==> src/rtl/riscv_v_pkg.sv <==
// Shared types and opcode constants for the vector dispatch path.
package riscv_v_pkg;

    localparam logic [6:0] OPC_VLOAD  = 7'b0000111;
    localparam logic [6:0] OPC_VSTORE = 7'b0100111;
    localparam logic [6:0] OPC_OPV    = 7'b1010111;

    typedef struct packed {
        logic [31:0] instr;
        logic [31:0] rs1;
        logic [31:0] rs2;
    } v_dispatch_entry_t;

    typedef enum logic [1:0] {
        V_CLASS_OTHER,
        V_CLASS_LOAD,
        V_CLASS_STORE
    } v_class_e;

    // Only memory ops matter for ordering; OP-V and config both fall into OTHER.
    function automatic v_class_e classify(input logic [31:0] instr);
        v_class_e cls;
        cls = V_CLASS_OTHER;
        if (instr[6:0] == OPC_VLOAD) begin
            cls = V_CLASS_LOAD;
        end else if (instr[6:0] == OPC_VSTORE) begin
            cls = V_CLASS_STORE;
        end
        return cls;
    endfunction

endpackage

==> src/rtl/v_instr_fifo.sv <==
// Synchronous FIFO of dispatch entries; the head is read straight from storage.
module v_instr_fifo
    import riscv_v_pkg::*;
#(
    parameter int DEPTH = 4
) (
    input  logic                    clk,
    input  logic                    rstn,
    input  logic                    push,
    input  v_dispatch_entry_t       push_data,
    input  logic                    pop,
    output v_dispatch_entry_t       head,
    output logic                    full,
    output logic                    empty,
    output logic [$clog2(DEPTH):0]  count
);

    localparam int AW = $clog2(DEPTH);

    v_dispatch_entry_t mem [DEPTH];
    logic [AW-1:0]     wr_ptr;
    logic [AW-1:0]     rd_ptr;
    logic [AW:0]       cnt;
    logic              do_push;
    logic              do_pop;

    assign do_push = push && !full;
    assign do_pop  = pop && !empty;

    // Storage is cleared on reset so the head outputs read zero afterwards.
    always_ff @(posedge clk or negedge rstn) begin
        if (!rstn) begin
            for (int i = 0; i < DEPTH; i++) begin
                mem[i] <= '0;
            end
            wr_ptr <= '0;
            rd_ptr <= '0;
            cnt    <= '0;
        end else begin
            if (do_push) begin
                mem[wr_ptr] <= push_data;
                wr_ptr      <= wr_ptr + AW'(1);
            end
            if (do_pop) begin
                rd_ptr <= rd_ptr + AW'(1);
            end
            case ({do_push, do_pop})
                2'b10:   cnt <= cnt + (AW+1)'(1);
                2'b01:   cnt <= cnt - (AW+1)'(1);
                default: cnt <= cnt;
            endcase
        end
    end

    assign head  = mem[rd_ptr];
    assign count = cnt;
    assign full  = (cnt == (AW+1)'(DEPTH));
    assign empty = (cnt == '0);

endmodule

==> src/rtl/v_dispatch_ctrl.sv <==
// Vector instruction dispatch controller: queue, stall and load/store tracking.
// Optional same-cycle bypass of an empty queue is enabled by V_DISPATCH_BYPASS_EN.
module v_dispatch_ctrl
    import riscv_v_pkg::*;
#(
    parameter int DEPTH   = 4,
    parameter int MAX_OUT = 15
) (
    input  logic        clk,
    input  logic        rstn,
    input  logic        v_instr_valid_i,
    input  logic [31:0] v_instruction_i,
    input  logic [31:0] rs1_i,
    input  logic [31:0] rs2_i,
    output logic        vector_stall_o,
    output logic        instr_valid_o,
    input  logic        instr_ready_i,
    output logic [31:0] vector_instr_o,
    output logic [31:0] rs1_o,
    output logic [31:0] rs2_o,
    input  logic        v_load_done_i,
    input  logic        v_store_done_i,
    output logic        all_v_loads_executed_o,
    output logic        all_v_stores_executed_o
);

    localparam int            CW      = $clog2(MAX_OUT + 1);
    localparam logic [CW-1:0] CNT_MAX = CW'(MAX_OUT);

    v_class_e                 cls;
    logic                     is_load;
    logic                     is_store;
    logic                     accept;
    logic                     bypass;
    logic                     push;
    logic                     pop;
    logic                     fifo_full;
    logic                     fifo_empty;
    logic [$clog2(DEPTH):0]   fifo_count;
    v_dispatch_entry_t        in_entry;
    v_dispatch_entry_t        head;
    logic [CW-1:0]            ld_cnt;
    logic [CW-1:0]            st_cnt;
    logic                     ld_inc;
    logic                     ld_dec;
    logic                     st_inc;
    logic                     st_dec;

    assign cls      = classify(v_instruction_i);
    assign is_load  = (cls == V_CLASS_LOAD);
    assign is_store = (cls == V_CLASS_STORE);

    assign in_entry.instr = v_instruction_i;
    assign in_entry.rs1   = rs1_i;
    assign in_entry.rs2   = rs2_i;

    // A pop in the same cycle does not free a slot for the offer.
    assign vector_stall_o = v_instr_valid_i &&
                            (fifo_full ||
                             (is_load  && (ld_cnt == CNT_MAX)) ||
                             (is_store && (st_cnt == CNT_MAX)));
    assign accept = v_instr_valid_i && !vector_stall_o;

`ifdef V_DISPATCH_BYPASS_EN
    assign bypass         = accept && fifo_empty && instr_ready_i;
    assign instr_valid_o  = (fifo_count != '0) || bypass;
    assign vector_instr_o = bypass ? v_instruction_i : head.instr;
    assign rs1_o          = bypass ? rs1_i : head.rs1;
    assign rs2_o          = bypass ? rs2_i : head.rs2;
`else
    assign bypass         = 1'b0;
    assign instr_valid_o  = (fifo_count != '0);
    assign vector_instr_o = head.instr;
    assign rs1_o          = head.rs1;
    assign rs2_o          = head.rs2;
`endif

    assign push = accept && !bypass;
    assign pop  = !fifo_empty && instr_ready_i;

    v_instr_fifo #(
        .DEPTH (DEPTH)
    ) u_fifo (
        .clk       (clk),
        .rstn      (rstn),
        .push      (push),
        .push_data (in_entry),
        .pop       (pop),
        .head      (head),
        .full      (fifo_full),
        .empty     (fifo_empty),
        .count     (fifo_count)
    );

    // Counting starts at accept, so queued memory ops already block the scalar side.
    assign ld_inc = accept && is_load;
    assign st_inc = accept && is_store;
    assign ld_dec = v_load_done_i  && (ld_cnt != '0);
    assign st_dec = v_store_done_i && (st_cnt != '0);

    always_ff @(posedge clk or negedge rstn) begin
        if (!rstn) begin
            ld_cnt <= '0;
            st_cnt <= '0;
        end else begin
            if (ld_inc && !ld_dec) begin
                ld_cnt <= ld_cnt + CW'(1);
            end else if (!ld_inc && ld_dec) begin
                ld_cnt <= ld_cnt - CW'(1);
            end
            if (st_inc && !st_dec) begin
                st_cnt <= st_cnt + CW'(1);
            end else if (!st_inc && st_dec) begin
                st_cnt <= st_cnt - CW'(1);
            end
        end
    end

    assign all_v_loads_executed_o  = (ld_cnt == '0);
    assign all_v_stores_executed_o = (st_cnt == '0);

endmodule

==> config.mk <==
export PLATFORM = sky130hd
export DESIGN_NAME = v_dispatch_ctrl
export DESIGN_NICKNAME = d
export VERILOG_FILES = /design/src/rtl/riscv_v_pkg.sv /design/src/rtl/v_instr_fifo.sv /design/src/rtl/v_dispatch_ctrl.sv
export SDC_FILE = /design/constraint.sdc
export NUM_CORES = 1
export LEC_CHECK = 0
export BUFFER_PORTS_ARGS = -buffer_cell sky130_fd_sc_hd__buf_2
export CORE_UTILIZATION = 53
export CTS_CLUSTER_DIAMETER = 40
export DETAILED_ROUTE_END_ITERATION = 7
export PLACE_DENSITY = 0.86
export SYNTH_ARGS = -nofsm -noshare
export SYNTH_HDL_FRONTEND = slang
export SYNTH_SLANG_ARGS = --single-unit
export TNS_END_PERCENT = 5
==> constraint.sdc <==
create_clock -name clk -period 2.7 [get_ports clk]
set_clock_uncertainty 0.15 [all_clocks]
set_input_delay 0.54 -clock clk [delete_from_list [all_inputs] [get_ports clk]]
set_output_delay 0.54 -clock clk [all_outputs]
set_load 0.005 [all_outputs]
==> Implementation_results.wiki, run 1 <==
{| class="wikitable"
! Metric !! Value
|-
| CTS tree || yes
|-
| Slowest cell on crit path || sky130_fd_sc_hd__dfrtp_4
|-
| Core area || 32,700 um2
|-
| Number of detailed-routing iterations run before antenna repair || 4
|-
| Final Critical Period || 2.81 ns
|-
| Largest buffer count on any clock path || 3
|-
| Initial DRC Count || 556
|-
| Worst-path clk slew || 0.06 ns
|-
| Via density || 5.78
|-
| Commonest non-fill, non-tap cells in the layout || 393 x sky130_fd_sc_hd__dfrtp_1, 336 x sky130_fd_sc_hd__mux2_2, 179 x sky130_fd_sc_hd__buf_2, 96 x sky130_fd_sc_hd__mux4_2, 55 x sky130_fd_sc_hd__clkbuf_16
|-
| Final weighted congestion in routability-driven placement || 0.791
|-
| Post-detailed-placement half-perimeter wirelength || 24,500 um
|-
| Min-Delay Path Class || primary input to flip-flop
|-
| Cell type with the highest aggregate area in the netlist || sky130_fd_sc_hd__dfrtp_1
|-
| Clk Latency, worst-skew pair || 0.57 ns
|-
| Synthesis-stage register bit count || 399
|-
| Kind of launch point of the worst setup path || flip-flop
|-
| Aggregate routed wire length || 40,600 um
|-
| Root cell of the clock tree || sky130_fd_sc_hd__clkbuf_16
|-
| Worst vdd ir || 0.902 mV
|-
| Multi-input logic area || 7420 um2
|-
| Post-route non-filler standard cell count || 1,811
|-
| Warnings from Yosys || 0
|-
| Post-Synthesis Cell Area || 17,700 um2
|-
| Crit Path Class || flip-flop to primary output
|-
| Dominant cells by area after synthesis || sky130_fd_sc_hd__dfrtp_1 56%, sky130_fd_sc_hd__mux2_2 21%, sky130_fd_sc_hd__mux4_2 12%
|-
| Number of violations of the max-capacitance limit || 0
|-
| Starting Density || 0.541
|-
| Post-route clock period utilization || 1.04
|-
| Layout net count || 1,437
|-
| TritonCTS buffer count || 54
|-
| Largest net degree at the start of global routing || 69
|-
| Power per unit of standard cell area || 1410 nW/um2
|-
| Final global-route overflow total || 0
|-
| Detailed-route via count || 10,463
|-
| Number of remaining DRC errors || 0
|-
| Library cell appearing most often on the critical path || sky130_fd_sc_hd__buf_12
|-
| Die boundary width || 185 um
|-
| Buf+Inv Stages, Crit Path || 4
|-
| Via count of the first global-routing pass || 11,790
|-
| Initial antenna violation count || 3
|-
| Row count || 66
|-
| Die Y || 185 um
|-
| Most common library cell in the layout ignoring fill and taps || sky130_fd_sc_hd__dfrtp_1
|-
| Final hold slack || 0.0909 ns
|-
| Number of cells in the design after placement || 1,695
|-
| Failing checks || negative setup slack
|-
| Worst path setup slack after routing || -0.106 ns
|-
| RSZ-0062 raised after global routing || true
|-
| Yosys cell types || 39
|-
| Mean cell area of the mapped netlist || 16.8 um2
|-
| Detail Route Antenna Nets || 0
|-
| Die outline area || 34,100 um2
|-
| Routed length per instance || 22.4 um
|-
| Achievable Freq || 356 MHz
|-
| Number of top-level pins || 202
|-
| Worst relative slew slack || 0.589
|-
| Arrival time reported for the critical path endpoint || 2.12 ns
|-
| Clock Sink Count || 399
|-
| End-of-flow core utilization || 0.677
|-
| Largest driver fanout on the critical path || 7
|-
| Input/output buffers || 201
|-
| Fraction of the yosys area taken by sequential cells || 0.564
|-
| Clock H-tree levels || 2
|-
| Cell count after synthesis || 1,053
|-
| Proportion of netlist area held by the largest area contributor || 0.564
|-
| Fraction of layout cells with a size suffix above 1 || 0.628
|-
| Wire length of the first global-routing pass || 64,700 um
|-
| Setup violators final || 52
|-
| Slowest stage delay, CP || 0.51 ns
|-
| Transition time of the tightest slew-check pin || 0.617 ns
|-
| Syn Nets || 1,169
|-
| CP cell instances || buf_12 -> buf_6 -> buf_12 -> mux4_2 -> buf_2
|-
| Leak Pwr || 9.53 nW
|-
| Layout fillers || 2,145
|-
| Final hold violation count || 0
|-
| Area growth from synthesis to layout || 25.1%
|-
| Result of the run || finished with violations
|-
| Register area || 10000 um2
|-
| Required time reported for the critical path endpoint || 2.01 ns
|-
| CP delay by family, top || buffers and inverters
|-
| Total routing usage reported by global routing || 0.246
|-
| Max-slew violations || 0
|-
| Type of element capturing the critical path || primary output
|}
sequential cells by signal, summed over array words and instances, names as in the netlist:
register,count
ld_cnt,4
st_cnt,4
u_fifo.count,3
u_fifo.mem,384
u_fifo.rd_ptr,2
u_fifo.wr_ptr,2
per-stage QoR:
step	power, mW	instance area [um2]	TNS (ns)	worst slack [ns]
final	31.2	22100	-2.54	-0.106
after global routing	32.9	22100	-7.88	-0.162
after CTS	31.0	22000	-7.10	-0.136
after detailed placement	22.6	19800	-0.949	-0.237
after global placement	22.0	19800	-0.515	-0.167
after floorplan	18.3	17800	-0.00726	-0.00726
per-layer routing:
metal | up-vias | global-route usage | wire (um)
met4 | 2 | 0.0952 | 1190
met3 | 72 | 0.0551 | 1980
met5 | - | 0 | 13
li1 | 4494 | - | -
met2 | 252 | 0.420 | 21000
met1 | 5643 | 0.306 | 16400
logic make-up (layout without fill, tap and decap cells):
group                    after synthesis  in the layout  synth area share
AO/OA/AOI/OAI                         47             47            0.0210
XOR/XNOR                              10             10           0.00495
adder cells (fa/ha/maj)               14             14            0.0112
buffers and inverters                 76            389            0.0228
flip-flops                           399            399             0.564
multiplexers                         465            465             0.363
other                                  0              3                 0
AND/OR/NAND/NOR                       42             42            0.0125
worst paths after layout:
check,from,endpoint,slack [ns],cells after the start
worst max-delay path,u_fifo.rd_ptr[0]$_DFFE_PN0P_,vector_instr_o[3],-0.11,5
worst min-delay path,rs2_i[19],u_fifo.mem[307]$_DFFE_PN0P_,0.09,2
worst max register to register,st_cnt[3]$_DFFE_PN0P_,u_fifo.count[2]$_DFFE_PN0P_,0.19,11
worst min register to register,u_fifo.count[2]$_DFFE_PN0P_,u_fifo.count[2]$_DFFE_PN0P_,0.34,1
max in group asynchronous,rstn,u_fifo.mem[128]$_DFFE_PN0P_,1.15,3
min in group asynchronous,rstn,u_fifo.mem[188]$_DFFE_PN0P_,0.40,2
worst register-to-register path: stages, from the launching register on:
cell and delay [ns]:
sky130_fd_sc_hd__dfrtp_1 0.43, sky130_fd_sc_hd__nand2_1 0.13, sky130_fd_sc_hd__o22ai_2 0.28, sky130_fd_sc_hd__buf_6 0.21
sky130_fd_sc_hd__a21oi_1 0.11, sky130_fd_sc_hd__inv_1 0.06, sky130_fd_sc_hd__ha_1 0.18, sky130_fd_sc_hd__inv_1 0.06
sky130_fd_sc_hd__fa_1 0.38, sky130_fd_sc_hd__xor2_1 0.16, sky130_fd_sc_hd__nor2_1 0.12, sky130_fd_sc_hd__xor2_1 0.17
power breakdown:
group	internal, mW	total (mW)	switching [mW]
Clock	4.88	7.62	2.74
Sequential	9.09	10.9	1.84
Combinational	7.85	12.7	4.83
Yosys cell counts:
| cell | number |
|---|---|
| sky130_fd_sc_hd__a2111oi_0 | 2 |
| sky130_fd_sc_hd__a21boi_0 | 1 |
| sky130_fd_sc_hd__a21boi_1 | 3 |
| sky130_fd_sc_hd__a21o_1 | 2 |
| sky130_fd_sc_hd__a21oi_1 | 4 |
| sky130_fd_sc_hd__a32o_1 | 9 |
| sky130_fd_sc_hd__and2_1 | 4 |
| sky130_fd_sc_hd__and3_1 | 4 |
| sky130_fd_sc_hd__buf_1 | 3 |
| sky130_fd_sc_hd__buf_2 | 41 |
| sky130_fd_sc_hd__buf_6 | 9 |
| sky130_fd_sc_hd__clkbuf_1 | 15 |
| sky130_fd_sc_hd__dfrtp_1 | 399 |
| sky130_fd_sc_hd__fa_1 | 3 |
| sky130_fd_sc_hd__ha_1 | 11 |
| sky130_fd_sc_hd__inv_1 | 8 |
| sky130_fd_sc_hd__mux2_2 | 336 |
| sky130_fd_sc_hd__mux2_4 | 30 |
| sky130_fd_sc_hd__mux2i_1 | 3 |
| sky130_fd_sc_hd__mux4_2 | 96 |
| sky130_fd_sc_hd__nand2_1 | 14 |
| sky130_fd_sc_hd__nand2b_1 | 2 |
| sky130_fd_sc_hd__nand3_1 | 3 |
| sky130_fd_sc_hd__nand4_1 | 1 |
| sky130_fd_sc_hd__nor2_1 | 1 |
| sky130_fd_sc_hd__nor3_1 | 6 |
| sky130_fd_sc_hd__nor4_1 | 3 |
| sky130_fd_sc_hd__nor4b_1 | 2 |
| sky130_fd_sc_hd__o211ai_1 | 3 |
| sky130_fd_sc_hd__o21ai_0 | 4 |
| sky130_fd_sc_hd__o21ai_1 | 3 |
| sky130_fd_sc_hd__o22a_1 | 1 |
| sky130_fd_sc_hd__o22ai_2 | 1 |
| sky130_fd_sc_hd__o2bb2ai_1 | 12 |
| sky130_fd_sc_hd__o31ai_1 | 2 |
| sky130_fd_sc_hd__or3_1 | 1 |
| sky130_fd_sc_hd__or3b_1 | 1 |
| sky130_fd_sc_hd__xnor2_1 | 7 |
| sky130_fd_sc_hd__xor2_1 | 3 |
repair_timing:
action | in CTS | in global routing
cloned | 3 | 0
pin swaps | 1 | 0
setup endpoints to repair | 95 | 95
hold buffers | 1 | 0
buffers inserted | 6 | 5
endpoints found under the hold margin | 55 | 0
gates resized for setup | 22 | 22
final cells by class:
class / instances / area share
Sequential cell: 399 / 0.452
Timing Repair Buffer: 280 / 0.0979
Clock buffer: 65 / 0.0648
Tap cell: 442 / 0.0250
Clock inverter: 36 / 0.0236
Inverter: 8 / 0.00136
Multi-Input combinational cell: 578 / 0.335
Antenna cell: 3 / 0.000339
No activity file was read; power rests on OpenSTA's default activity.
==> inputs of run 2 (changes only) <==
CORE_UTILIZATION = 55   (was 53)
CTS_BUF_LIST = sky130_fd_sc_hd__clkbuf_4   (was default)
PLACE_DENSITY = 0.89   (was 0.86)
RECOVER_POWER = 50   (was default)
==> run 2 against run 1 <==
  * The flow still finishes with violations (negative setup slack)
  * Sequential cell count stayed put
  * Die area shrank 3.6%
  * Via count increased by 7.1%
  * Clock-buffer cell count rose by 80
  * Worst setup slack got worse by 0.24 ns
  * Worst hold slack gained 0.065 ns
  * Critical path type unchanged
==> Implementation_results.wiki, run 2 (synthesized netlist as in run 1, its figures left out) <==
{| class="wikitable"
! Metric !! Value
|-
| Internal power component || 19.4 mW
|-
| Min-Delay Path Class || primary input to flip-flop
|-
| Clock H-tree levels || 3
|-
| Number of violations of the max-capacitance limit || 0
|-
| Power consumption || 28.6 mW
|-
| Final global-route overflow total || 0
|-
| Largest driver fanout on the critical path || 5
|-
| P_sw || 9.16 mW
|-
| Number of top-level pins || 202
|-
| Max-slew violations || 0
|-
| Achievable Freq || 328 MHz
|-
| Input/output buffers || 201
|-
| Detail Route Antenna Nets || 0
|-
| Worst path setup slack after routing || -0.345 ns
|-
| Final hold violation count || 0
|-
| Worst-path clk slew || 0.08 ns
|-
| Reg-to-Reg Start || ld_cnt[1]$_DFFE_PN0P_
|-
| End-of-flow core utilization || 0.699
|-
| Number of detailed-routing iterations run before antenna repair || 5
|-
| Failing checks || negative setup slack
|-
| Hold Path Sink || st_cnt[0]$_DFFE_PN0P_
|-
| Largest reg by FF count || u_fifo.mem
|-
| Worst R2R End || st_cnt[3]$_DFFE_PN0P_
|-
| Worst relative slew slack || 0.263
|-
| HP Start || v_store_done_i
|-
| Post-route non-filler standard cell count || 1,925
|-
| Crit Path Class || flip-flop to primary output
|-
| Initial DRC Count || 660
|-
| Number of cells in the design after placement || 1,645
|-
| Largest buffer count on any clock path || 3
|-
| Combinational Power Share || 0.444
|-
| Clk Latency, worst-skew pair || 0.79 ns
|-
| Via density || 5.82
|-
| Starting Density || 0.559
|-
| Slowest cell on crit path || sky130_fd_sc_hd__dfrtp_4
|-
| Root cell of the clock tree || sky130_fd_sc_hd__clkbuf_4
|-
| Proportion of total power due to net switching || 0.320
|-
| Post-detailed-placement half-perimeter wirelength || 24,600 um
|-
| Hold-critical path depth || 4
|-
| Arrival time reported for the critical path endpoint || 2.36 ns
|-
| Final weighted congestion in routability-driven placement || 0.786
|-
| Buf+Inv Stages, Crit Path || 4
|-
| Slowest stage delay, CP || 0.51 ns
|-
| Clock Power Share || 0.173
|-
| Row count || 65
|-
| Library cell appearing most often on the critical path || sky130_fd_sc_hd__buf_12
|-
| Core area || 31,600 um2
|-
| Type of element capturing the critical path || primary output
|-
| Wire length of the first global-routing pass || 67,700 um
|-
| Commonest non-fill, non-tap cells in the layout || 393 x sky130_fd_sc_hd__dfrtp_1, 336 x sky130_fd_sc_hd__mux2_2, 181 x sky130_fd_sc_hd__buf_2, 148 x sky130_fd_sc_hd__clkbuf_4, 99 x sky130_fd_sc_hd__dlygate4sd3_1
|-
| Number of flip-flops under the largest register name || 384
|-
| CTS tree || yes
|-
| Routed length per instance || 21.8 um
|-
| Total routing usage reported by global routing || 0.265
|-
| Most common library cell in the layout ignoring fill and taps || sky130_fd_sc_hd__dfrtp_1
|-
| Result of the run || finished with violations
|-
| RSZ-0062 raised after global routing || true
|-
| Worst reg-to-reg path cell count || 9
|-
| Aggregate routed wire length || 41,900 um
|-
| Die outline area || 32,900 um2
|-
| Transition time of the tightest slew-check pin || 1.10 ns
|-
| Detailed-route via count || 11,209
|-
| Power per unit of standard cell area || 1290 nW/um2
|-
| CP delay by family, top || buffers and inverters
|-
| Area growth from synthesis to layout || 25.0%
|-
| Die Y || 181 um
|-
| Die boundary width || 181 um
|-
| Worst reg-to-reg setup slack || 0.20 ns
|-
| Initial antenna violation count || 3
|-
| Leak Pwr || 9.61 nW
|-
| Setup violators final || 97
|-
| Post-route clock period utilization || 1.13
|-
| Sequential group share of total power || 0.382
|-
| TritonCTS buffer count || 101
|-
| Fraction of layout cells with a size suffix above 1 || 0.595
|-
| CP cell instances || buf_12 -> buf_12 -> buf_16 -> mux4_2 -> buf_6
|-
| Largest net degree at the start of global routing || 77
|-
| Required time reported for the critical path endpoint || 2.01 ns
|-
| Number of remaining DRC errors || 0
|-
| Layout net count || 1,571
|-
| Kind of launch point of the worst setup path || flip-flop
|-
| Regs by FF count || u_fifo.mem: 384 flops, ld_cnt: 4 flops, st_cnt: 4 flops
|-
| Worst vdd ir || 0.738 mV
|-
| Sum of negative setup slack || -23.81 ns
|-
| Final Critical Period || 3.05 ns
|-
| Via count of the first global-routing pass || 12,804
|-
| Clock Sink Count || 399
|}
## run 2: cell types whose count changed in the layout (fill, tap and decap cells not counted), sizes merged
cell / delta
dlygate4sd3: +98
clkbuf: +92
buf: -23
bufinv: -10
inv: -5
clkinv: +2
clkinvlp: -1
diode: +1
## run 2: what timing repair did
| item | in CTS | in global routing |
|---|---|---|
| endpoints found under the hold margin | 775 | 0 |
| resized for setup | 25 | 17 |
| pin swaps | 2 | 0 |
| gates cloned | 3 | 1 |
| setup endpoints to repair | 97 | 97 |
| buffers inserted | 4 | 2 |
| hold buffers | 99 | 0 |
## run 2: cell type report
type | count | area, um2
Clock buffer | 145 | 1090
Clock inverter | 22 | 120
Timing Repair Buffer | 367 | 2950
Multi-Input combinational cell | 578 | 7430
Antenna cell | 4 | 10.0
Sequential cell | 399 | 10000
Inverter | 8 | 30.0
Fill cell | 1951 | 9510
Tap cell | 402 | 503
## run 2: worst register-to-register path: cells and delay by family (launching register included)
| family | cells | cell delay [ns] |
|---|---|---|
| buffers and inverters | 1 | 0.04 |
| AND/OR/NAND/NOR | 2 | 0.46 |
| adder cells (fa/ha/maj) | 2 | 0.50 |
| flip-flops | 1 | 0.45 |
| AO/OA/AOI/OAI | 4 | 0.78 |
## run 2: worst max path at each step
stage / start / to / cells after the start
3_5_place_dp: v_instruction_i[6] / ld_cnt[3]$_DFFE_PN0P_ / 9
2_1_floorplan: v_instruction_i[6] / st_cnt[3]$_DFFE_PN0P_ / 9
6_report: u_fifo.rd_ptr[0]$_DFFE_PN0P_ / rs1_o[11] / 5
5_1_grt: u_fifo.rd_ptr[0]$_DFFE_PN0P_ / rs1_o[11] / 5
3_3_place_gp: v_instruction_i[6] / st_cnt[3]$_DFFE_PN0P_ / 10
4_1_cts: u_fifo.rd_ptr[0]$_DFFE_PN0P_ / rs1_o[26] / 5
## run 2: routing by layer
| metal | global-route usage | wire length [um] | share of wire |
|---|---|---|---|
| met5 | 0 | 0 | 0 |
| met4 | 0.129 | 1310 | 0.031 |
| met3 | 0.0609 | 1920 | 0.046 |
| met2 | 0.451 | 22000 | 0.52 |
| met1 | 0.318 | 16700 | 0.40 |
## run 2: metrics by stage
| step | hold slack, ns | instance area, um2 | worst slack [ns] |
|---|---|---|---|
| finish | 0.156 | 22100 | -0.345 |
| global route | 0.138 | 22100 | -0.428 |
| CTS | 0.0441 | 22000 | -0.383 |
| detailed placement | 0.316 | 19600 | -0.200 |
| global placement | 0.306 | 19600 | -0.159 |
| floorplan | 0.0944 | 17800 | -0.00726 |
## run 2: power groups by stage
stage,Sequential [mW],Combinational [mW],Clock (mW)
2_1_floorplan,10.1,8.20,0
3_3_place_gp,10.6,11.2,0
3_5_place_dp,10.9,11.7,0
4_1_cts,10.8,12.3,5.04
5_1_grt,11.2,13.5,5.40
6_report,10.9,12.7,4.96
